===== config.mk =====
export PLATFORM = sky130hd
export DESIGN_NAME = io_input_responder_flat
export DESIGN_NICKNAME = d
export VERILOG_FILES = /design/src/rtl/io_input_if.sv /design/src/rtl/io_input_responder.sv /design/src/flat_wrapper.sv
export SDC_FILE = /design/constraint.sdc
export NUM_CORES = 1
export LEC_CHECK = 0
export CAP_MARGIN = 20
export CORE_UTILIZATION = 35
export DETAILED_ROUTE_END_ITERATION = 8
export GPL_TIMING_DRIVEN = 0
export SLEW_MARGIN = 20
export SYNTH_ARGS = -nofsm -noshare
export SYNTH_HDL_FRONTEND = slang
export SYNTH_SLANG_ARGS = --single-unit

===== constraint.sdc =====
create_clock -name clk -period 3.8 [get_ports clk]
set_clock_uncertainty 0.05 [all_clocks]
set_input_delay 0.76 -clock clk [delete_from_list [all_inputs] [get_ports clk]]
set_output_delay 0.76 -clock clk [all_outputs]
set_load 0.01 [all_outputs]

===== src/rtl/io_input_if.sv =====
// Handshake and board-pin bundle between the CPU I/O unit / board and the IN responder.
// The slave side is the responder; the master side is whatever drives request, switches and button.
interface io_input_if #(parameter int DATA_W = 32);
  logic              req_in;
  logic              btn;
  logic [3:0]        sw;
  logic [DATA_W-1:0] data_out;
  logic              ack;
  logic              busy;
  logic              err;
  logic [3:0]        dig_uni;
  logic [3:0]        dig_dez;
  logic [3:0]        dig_cen;

  modport slave (
    input  req_in, btn, sw,
    output data_out, ack, busy, err, dig_uni, dig_dez, dig_cen
  );

  modport master (
    output req_in, btn, sw,
    input  data_out, ack, busy, err, dig_uni, dig_dez, dig_cen
  );
endinterface


===== src/rtl/io_input_responder.sv =====
// Answers the CPU IN instruction: collects up to three BCD digits from switches on button
// presses, converts them to binary and returns the value over a four-phase req/ack handshake.
//
// state   | meaning
// IDLE    | no request; digits hold last entry for display
// COLLECT | accepting digit / ENTER presses
// CONVERT | one cycle to build the binary value
// DONE    | ack held until the CPU drops its request
module io_input_responder #(
  parameter int DATA_W     = 32,
  parameter int AUTO_ENTER = 1
) (
  input  logic        clk,
  input  logic        reset,
  io_input_if.slave   bus
);

  typedef enum logic [1:0] {IDLE, COLLECT, CONVERT, DONE} state_t;

  state_t            state, state_nx;
  logic              btn_q;
  logic [1:0]        cnt, cnt_nx;
  logic [3:0]        uni, dez, cen, uni_nx, dez_nx, cen_nx;
  logic [DATA_W-1:0] data, data_nx;
  logic              ack, busy, err, err_nx;
  logic              press, is_digit, is_enter, accept;
  logic [9:0]        c10, d10, u10, value;

  assign press    = bus.btn & ~btn_q;
  assign is_digit = (bus.sw <= 4'd9);
  assign is_enter = (bus.sw == 4'hF);
  // With AUTO_ENTER=0 a fourth digit is silently dropped; only ENTER completes.
  assign accept   = (state == COLLECT) && bus.req_in && press && is_digit && (cnt != 2'd3);

  assign c10   = {6'd0, cen};
  assign d10   = {6'd0, dez};
  assign u10   = {6'd0, uni};
  assign value = (c10 << 6) + (c10 << 5) + (c10 << 2) + (d10 << 3) + (d10 << 1) + u10;

  always_ff @(posedge clk or posedge reset) begin
    if (reset) begin
      state <= IDLE;
      btn_q <= 1'b0;
      cnt   <= 2'd0;
      uni   <= 4'd0;
      dez   <= 4'd0;
      cen   <= 4'd0;
      data  <= '0;
      ack   <= 1'b0;
      busy  <= 1'b0;
      err   <= 1'b0;
    end else begin
      state <= state_nx;
      btn_q <= bus.btn;
      cnt   <= cnt_nx;
      uni   <= uni_nx;
      dez   <= dez_nx;
      cen   <= cen_nx;
      data  <= data_nx;
      ack   <= (state_nx == DONE);
      busy  <= (state_nx == COLLECT) || (state_nx == CONVERT);
      err   <= err_nx;
    end
  end

  // Abort (request dropped) is checked before any press so it always wins.
  always_comb begin
    state_nx = state;
    case (state)
      IDLE:    if (bus.req_in) state_nx = COLLECT;
      COLLECT: begin
        if (!bus.req_in)                                      state_nx = IDLE;
        else if (press && is_enter)                           state_nx = CONVERT;
        else if (accept && cnt == 2'd2 && AUTO_ENTER != 0)    state_nx = CONVERT;
      end
      CONVERT: state_nx = bus.req_in ? DONE : IDLE;
      DONE:    if (!bus.req_in) state_nx = IDLE;
      default: state_nx = IDLE;
    endcase
  end

  always_comb begin
    cnt_nx  = cnt;
    uni_nx  = uni;
    dez_nx  = dez;
    cen_nx  = cen;
    data_nx = data;
    err_nx  = (state == COLLECT) && bus.req_in && press && !is_digit && !is_enter;
    if (state == IDLE && bus.req_in) begin
      cnt_nx = 2'd0;
      uni_nx = 4'd0;
      dez_nx = 4'd0;
      cen_nx = 4'd0;
    end else if (accept) begin
      cnt_nx = cnt + 2'd1;
      uni_nx = bus.sw;
      dez_nx = uni;
      cen_nx = dez;
    end else if (state == CONVERT && bus.req_in) begin
      data_nx = DATA_W'(value);
    end
  end

  assign bus.data_out = data;
  assign bus.ack      = ack;
  assign bus.busy     = busy;
  assign bus.err      = err;
  assign bus.dig_uni  = uni;
  assign bus.dig_dez  = dez;
  assign bus.dig_cen  = cen;

endmodule


===== src/flat_wrapper.sv =====
// flat-port wrapper written by rule: the top's interface ports become plain ports
module io_input_responder_flat 
#(
  parameter int DATA_W     = 32,
  parameter int AUTO_ENTER = 1
)
  (clk, reset, bus_req_in, bus_btn, bus_sw, bus_data_out, bus_ack, bus_busy, bus_err, bus_dig_uni, bus_dig_dez, bus_dig_cen);
  io_input_if #(.DATA_W(DATA_W)) bus_i ();
  input  logic clk;
  input  logic reset;
  input wire logic [$bits(bus_i.req_in)-1:0] bus_req_in;
  input wire logic [$bits(bus_i.btn)-1:0] bus_btn;
  input wire logic [$bits(bus_i.sw)-1:0] bus_sw;
  output wire logic [$bits(bus_i.data_out)-1:0] bus_data_out;
  output wire logic [$bits(bus_i.ack)-1:0] bus_ack;
  output wire logic [$bits(bus_i.busy)-1:0] bus_busy;
  output wire logic [$bits(bus_i.err)-1:0] bus_err;
  output wire logic [$bits(bus_i.dig_uni)-1:0] bus_dig_uni;
  output wire logic [$bits(bus_i.dig_dez)-1:0] bus_dig_dez;
  output wire logic [$bits(bus_i.dig_cen)-1:0] bus_dig_cen;
  assign bus_i.req_in = bus_req_in;
  assign bus_i.btn = bus_btn;
  assign bus_i.sw = bus_sw;
  assign bus_data_out = bus_i.data_out;
  assign bus_ack = bus_i.ack;
  assign bus_busy = bus_i.busy;
  assign bus_err = bus_i.err;
  assign bus_dig_uni = bus_i.dig_uni;
  assign bus_dig_dez = bus_i.dig_dez;
  assign bus_dig_cen = bus_i.dig_cen;
  io_input_responder #(.DATA_W(DATA_W), .AUTO_ENTER(AUTO_ENTER)) u_core (.clk(clk), .reset(reset), .bus(bus_i));
endmodule

After elaboration in Yosys (flattened, before gate mapping)

Cells that the tools add are included.

Register bits after elaboration: 30
Latch bits: 0
RAM bits: 0
ROM bits: 0
Input port bits: 8
Output and inout port bits: 47
Word-level logic and storage cells: 61
Memories kept: 0

Add/subtract/negate cells: 6
Multipliers: 0
Div/mod/pow operators: 0
Order comparisons: 1
Equal/unequal tests: 9
Shift-type cells: 0
Muxes and demuxes: 15
Bitwise gates (word level): 4
Reduce and logical (&&, ||, !) cells: 16

Operators by type and width:

| cell                | count |
|---|---|
| $mux 4              | 6 |
| $mux 2              | 8 |
| $add 10x4->10       | 1 |
| $add 10x5->10       | 1 |
| $add 10x6->10       | 1 |
| $add 10x7->10       | 1 |
| $add 10x9->10       | 1 |
| $eq 2x2->1 const B  | 5 |
| $logic_and 1x1->1   | 10 |
| $pmux 2 s4          | 1 |
| $eq 2x1->1 const B  | 2 |
| $eq 4x4->1 const B  | 1 |
| $le 4x4->1 const B  | 1 |
| $not 1->1           | 3 |
| $reduce_and 3->1    | 1 |
| $add 2x1->2 const B | 1 |
| $logic_not 1->1     | 2 |
| $logic_not 2->1     | 1 |
| $ne 2x2->1 const B  | 1 |
| $reduce_bool 2->1   | 1 |
| $and 1x1->1         | 1 |
| $logic_or 1x1->1    | 1 |

Depth between registers and ports, before layout

Word-level depth: 12
Gate-level depth with buffers: 10
Depth with buffers taken out: 10

Worst setup path before layout

No wires, ideal clock.

Path type: register to register
Start: reg u_core.cen[1], in the netlist u_core.bus.dig_cen[1]
End: reg u_core.data[9], in the netlist u_core.bus.data_out[9]
Setup time: 121 ps
Arrival: 2777 ps
Data required time: 3629 ps
Setup slack: 852 ps
Stages on the path, launching flop included: 11
Buffers on the path: 0
Clock period less this slack: 2948 ps
Path through: dfrtp_1 > inv_1 > fa_1 > inv_1 > fa_1 > ha_1 > fa_1 > a21o_1 > a221oi_2 > xnor2_1 > o21ai_1

Cells in the longest elaborated chain, start to end: 5

RTL lines:

| element                  | RTL line                 | source |
|---|---|---|
| start: declaration       | io_input_responder.sv:23 | `logic [3:0] uni, dez, cen, uni_nx, dez_nx, cen_nx;` |
| start signal: assignment | io_input_responder.sv:58 | `cen <= cen_nx;` |
| $add 10x9->10            | io_input_responder.sv:38 | `assign value = (c10 << 6) + (c10 << 5) + (c10 << 2) + (d10 << 3) + (d10 << 1) + u10;` |
| $add 10x6->10 *          | io_input_responder.sv:38 |  |
| $add 10x7->10 *          | io_input_responder.sv:38 |  |
| $add 10x5->10 *          | io_input_responder.sv:38 |  |
| $add 10x4->10 *          | io_input_responder.sv:38 |  |
| end signal: assignment   | io_input_responder.sv:59 | `data <= data_nx;` |
| end: declaration         | io_input_responder.sv:24 | `logic [DATA_W-1:0] data, data_nx;` |

Mark *: on every way between the ends. The rest lies on a longest branch, timed or not.
A chain may end at the register's enable or synchronous reset.

Worst setup path in the final report

Ends and elaborated chain as after synthesis.

==> run summary <==
Unique masters post-synth = 35
Setup crit start = u_core.bus.dig_cen[1]
RSZ-0062 raised after global routing = false
die height = 76.4 microns
max-cap check violation count = 0
Setup TNS Final = 0 ns
Final GP Congestion = 0.793
IO Pins = 55
most frequent CP cell = fa_1
CP Capture Type = register
EDFF count, synth = 0
final wirelength = 3.42 mm
Via density = 4.23
via count of the first global-routing pass = 1301
largest fanout on the critical path = 4
port buffer count = 32
worst-case headroom to the max-slew limit = 58.3%
clock sinks = 30
Setup Viol. Count Final = 0
CP Data Arrival Time = 3.16 ns
DR iter-0 viols = 54
largest area contributor in the netlist = dfrtp_1
Worst Setup Start Kind = register
Tcrit/Tclk final = 79.7%
Hold Path Sink = u_core.bus.data_out[6]
top-count cell post-synth = dfrtp_1
Final ANT Viol Nets = 0
fin nets = 271
first-pass GRT wire length = 6.20 mm
CTS tree = built
CTS buffer count = 5
startpoint of the worst hold path = u_core.bus.data_out[6]
worst hold slack = 0.430 ns
Total GRT Usage = 13.7%
Syn Inst Count = 179
max incr delay on CP = 0.54 ns
LEAKAGE = 1.45 nW
R2R setup slack = 0.77 ns
worst hold path cell count = 2
Clock Path Buffers = 2
root buf cell = clkbuf_8
post-CTS sizing = 0
reg2reg path depth = 10
fmax = 330 MHz
Top FF cell, synth = dfrtp_1
synth-to-layout area growth = 30.8%
post-CTS setup buffer count = 0
slew of the pin with the lowest slew margin = 0.625 ns
DRC = 0
Clock transition at path regs = 0.07 ns
Clk Latency, worst-skew pair = 0.29 ns
CP Depth = 10
Syn Std Cell Area = 1940 sq um
PwrDens = 286 nW/um^2
VDD IR-drop max = 144 uV
Critical Path RT = 3.93 ns
layout cells sized above 1 = 18.3%
outcome = complete, no violations
ys async rst share = 100%
Hold WC Path Type = register to register
crit path kind = register to register
core area = 5200 sq um
post-synth top area share = 38.8%
initial antenna violation count = 0
Final Hold Fails = 0
Synth Register Bits = 30
top cells by area, synth = dfrtp_1 (39%), ha_1 (11%), buf_4 (8.9%), fa_1 (7.2%), mux2i_1 (6.2%)
Antenna Cells = 0
CP max-delay cell = fa_1
Vias = 1312
global route overflow = 0
starting density of the core = 37.2%
Worst Path Buf+Inv = 2
die footprint = 5830 sq um
hpwl dp = 2.68 mm
sequential fraction of the synthesis area = 38.8%
DR WL/cell = 11.0 microns
Worst R2R End = u_core.bus.data_out[9]
cts hold-fix bufs = 0
Filler Cells Inserted = 512
commonest cells in the netlist = dfrtp_1 (30), buf_4 (23), inv_1 (22)
DR pass1 iterations = 4
Avg Inst Size Synth = 10.8 sq um
synth warn = 0
largest net degree at the start of global routing = 31
CP Cell Sequence = inv_1 > fa_1 > inv_1 > fa_1 > ha_1 > fa_1 > a21o_1 > a221oi_2 > xnor2_1 > o21ai_1
Crit path max-delay family = adder cells
fin crit period = 3.03 ns
Reg2Reg Launch Point = u_core.bus.dig_cen[1]
H-tree depth = 2
# rows = 26
Final Max Tran Viols = 0
Die Width = 76.4 microns
==> where the power goes <==
group	total, mW	switching, mW	internal (mW)
Combinational	0.0751	0.0374	0.0377
Clock	0.320	0.127	0.193
Sequential	0.330	0.00512	0.325
==> through the flow <==
stage          setup WS, ns  area, sq um  power (mW)  instances  utilization, %
2_1_floorplan         0.852         2010       0.388        200               -
3_3_place_gp          0.753         2420       0.411        302            46.5
3_5_place_dp          0.749         2420       0.411        302            46.5
4_1_cts               0.731         2530       0.733        310            48.6
5_1_grt               0.586         2530       0.755        310            48.6
6_report              0.770         2530       0.725        310            48.6
==> per-layer routing <==
layer	wire, microns	global-route usage [%]	vias to the layer above
met3	138	2.28	7
met4	89	8.08	0
met5	0	0	-
li1	-	-	665
met1	1740	18.5	600
met2	1450	20.4	40
==> registers in the layout, indices dropped and copies added, names as in the netlist <==
signal and count:
u_core.bus.dig_cen 4, u_core.bus.dig_uni 4, u_core.bus.dig_dez 4, u_core.cnt 2, u_core.bus.busy 1, u_core.bus.err 1
u_core.btn_q 1, u_core.bus.data_out 10, u_core.state 2, u_core.bus.ack 1
==> worst min-delay path, delay by kind of cell, from the launching register on <==
family / cells / cell delay (ns)
AO/OA/AOI/OAI: 1 / 0.06
flip-flops: 1 / 0.34
AND/OR/NAND/NOR: 1 / 0.05
==> how the worst max path moves through the flow <==
stage | end | slack, ns
CTS | u_core.bus.data_out[9] | 0.73
global route | u_core.bus.data_out[9] | 0.59
finish | u_core.bus.data_out[9] | 0.77
global placement | u_core.bus.data_out[9] | 0.75
floorplan | u_core.bus.data_out[9] | 0.85
detailed placement | u_core.bus.data_out[9] | 0.75
==> layout make-up <==
cell class / count / area (sq um) / area share, %
Buffer: 27 / 204 / 8.06
Clock buffer: 5 / 68.8 / 2.72
Clock inverter: 3 / 40.0 / 1.58
Inverter: 22 / 82.6 / 3.26
Multi-Input combinational cell: 121 / 977 / 38.6
Sequential cell: 30 / 751 / 29.7
Tap cell: 70 / 87.6 / 3.46
Timing Repair Buffer: 32 / 320 / 12.7
==> kinds of logic (layout without fill, tap and decap cells) <==
| family | count (synthesis) | after routing | share of synthesized area [%] |
|---|---|---|---|
| multiplexers | 17 | 17 | 9.11 |
| adder cells (fa/ha/maj) | 24 | 24 | 18.2 |
| XOR/XNOR | 6 | 6 | 2.71 |
| buffers and inverters | 49 | 89 | 14.8 |
| flip-flops | 30 | 30 | 38.8 |
| AND/OR/NAND/NOR | 34 | 34 | 9.96 |
| other | 1 | 22 | 0.194 |
| AO/OA/AOI/OAI | 18 | 18 | 6.21 |
==> layout by cell type, fill, tap and decap left out, types with 2 or more instances in the layout <==
master,instances
clkinv_2,2
o21ai_1,2
and3_1,2
ha_1,17
buf_6,2
mux2_2,5
a21o_1,3
and2_1,2
inv_1,21
and3b_1,2
dfrtp_1,30
fa_1,7
buf_4,23
clkbuf_8,5
o21ai_0,4
mux2i_1,12
nor2_1,13
a21oi_1,4
nand2_1,7
xnor2_1,4
xor2_1,2
clkdlybuf4s50_1,32
conb_1,22
Note: power is estimated with default switching activity, not from simulation.
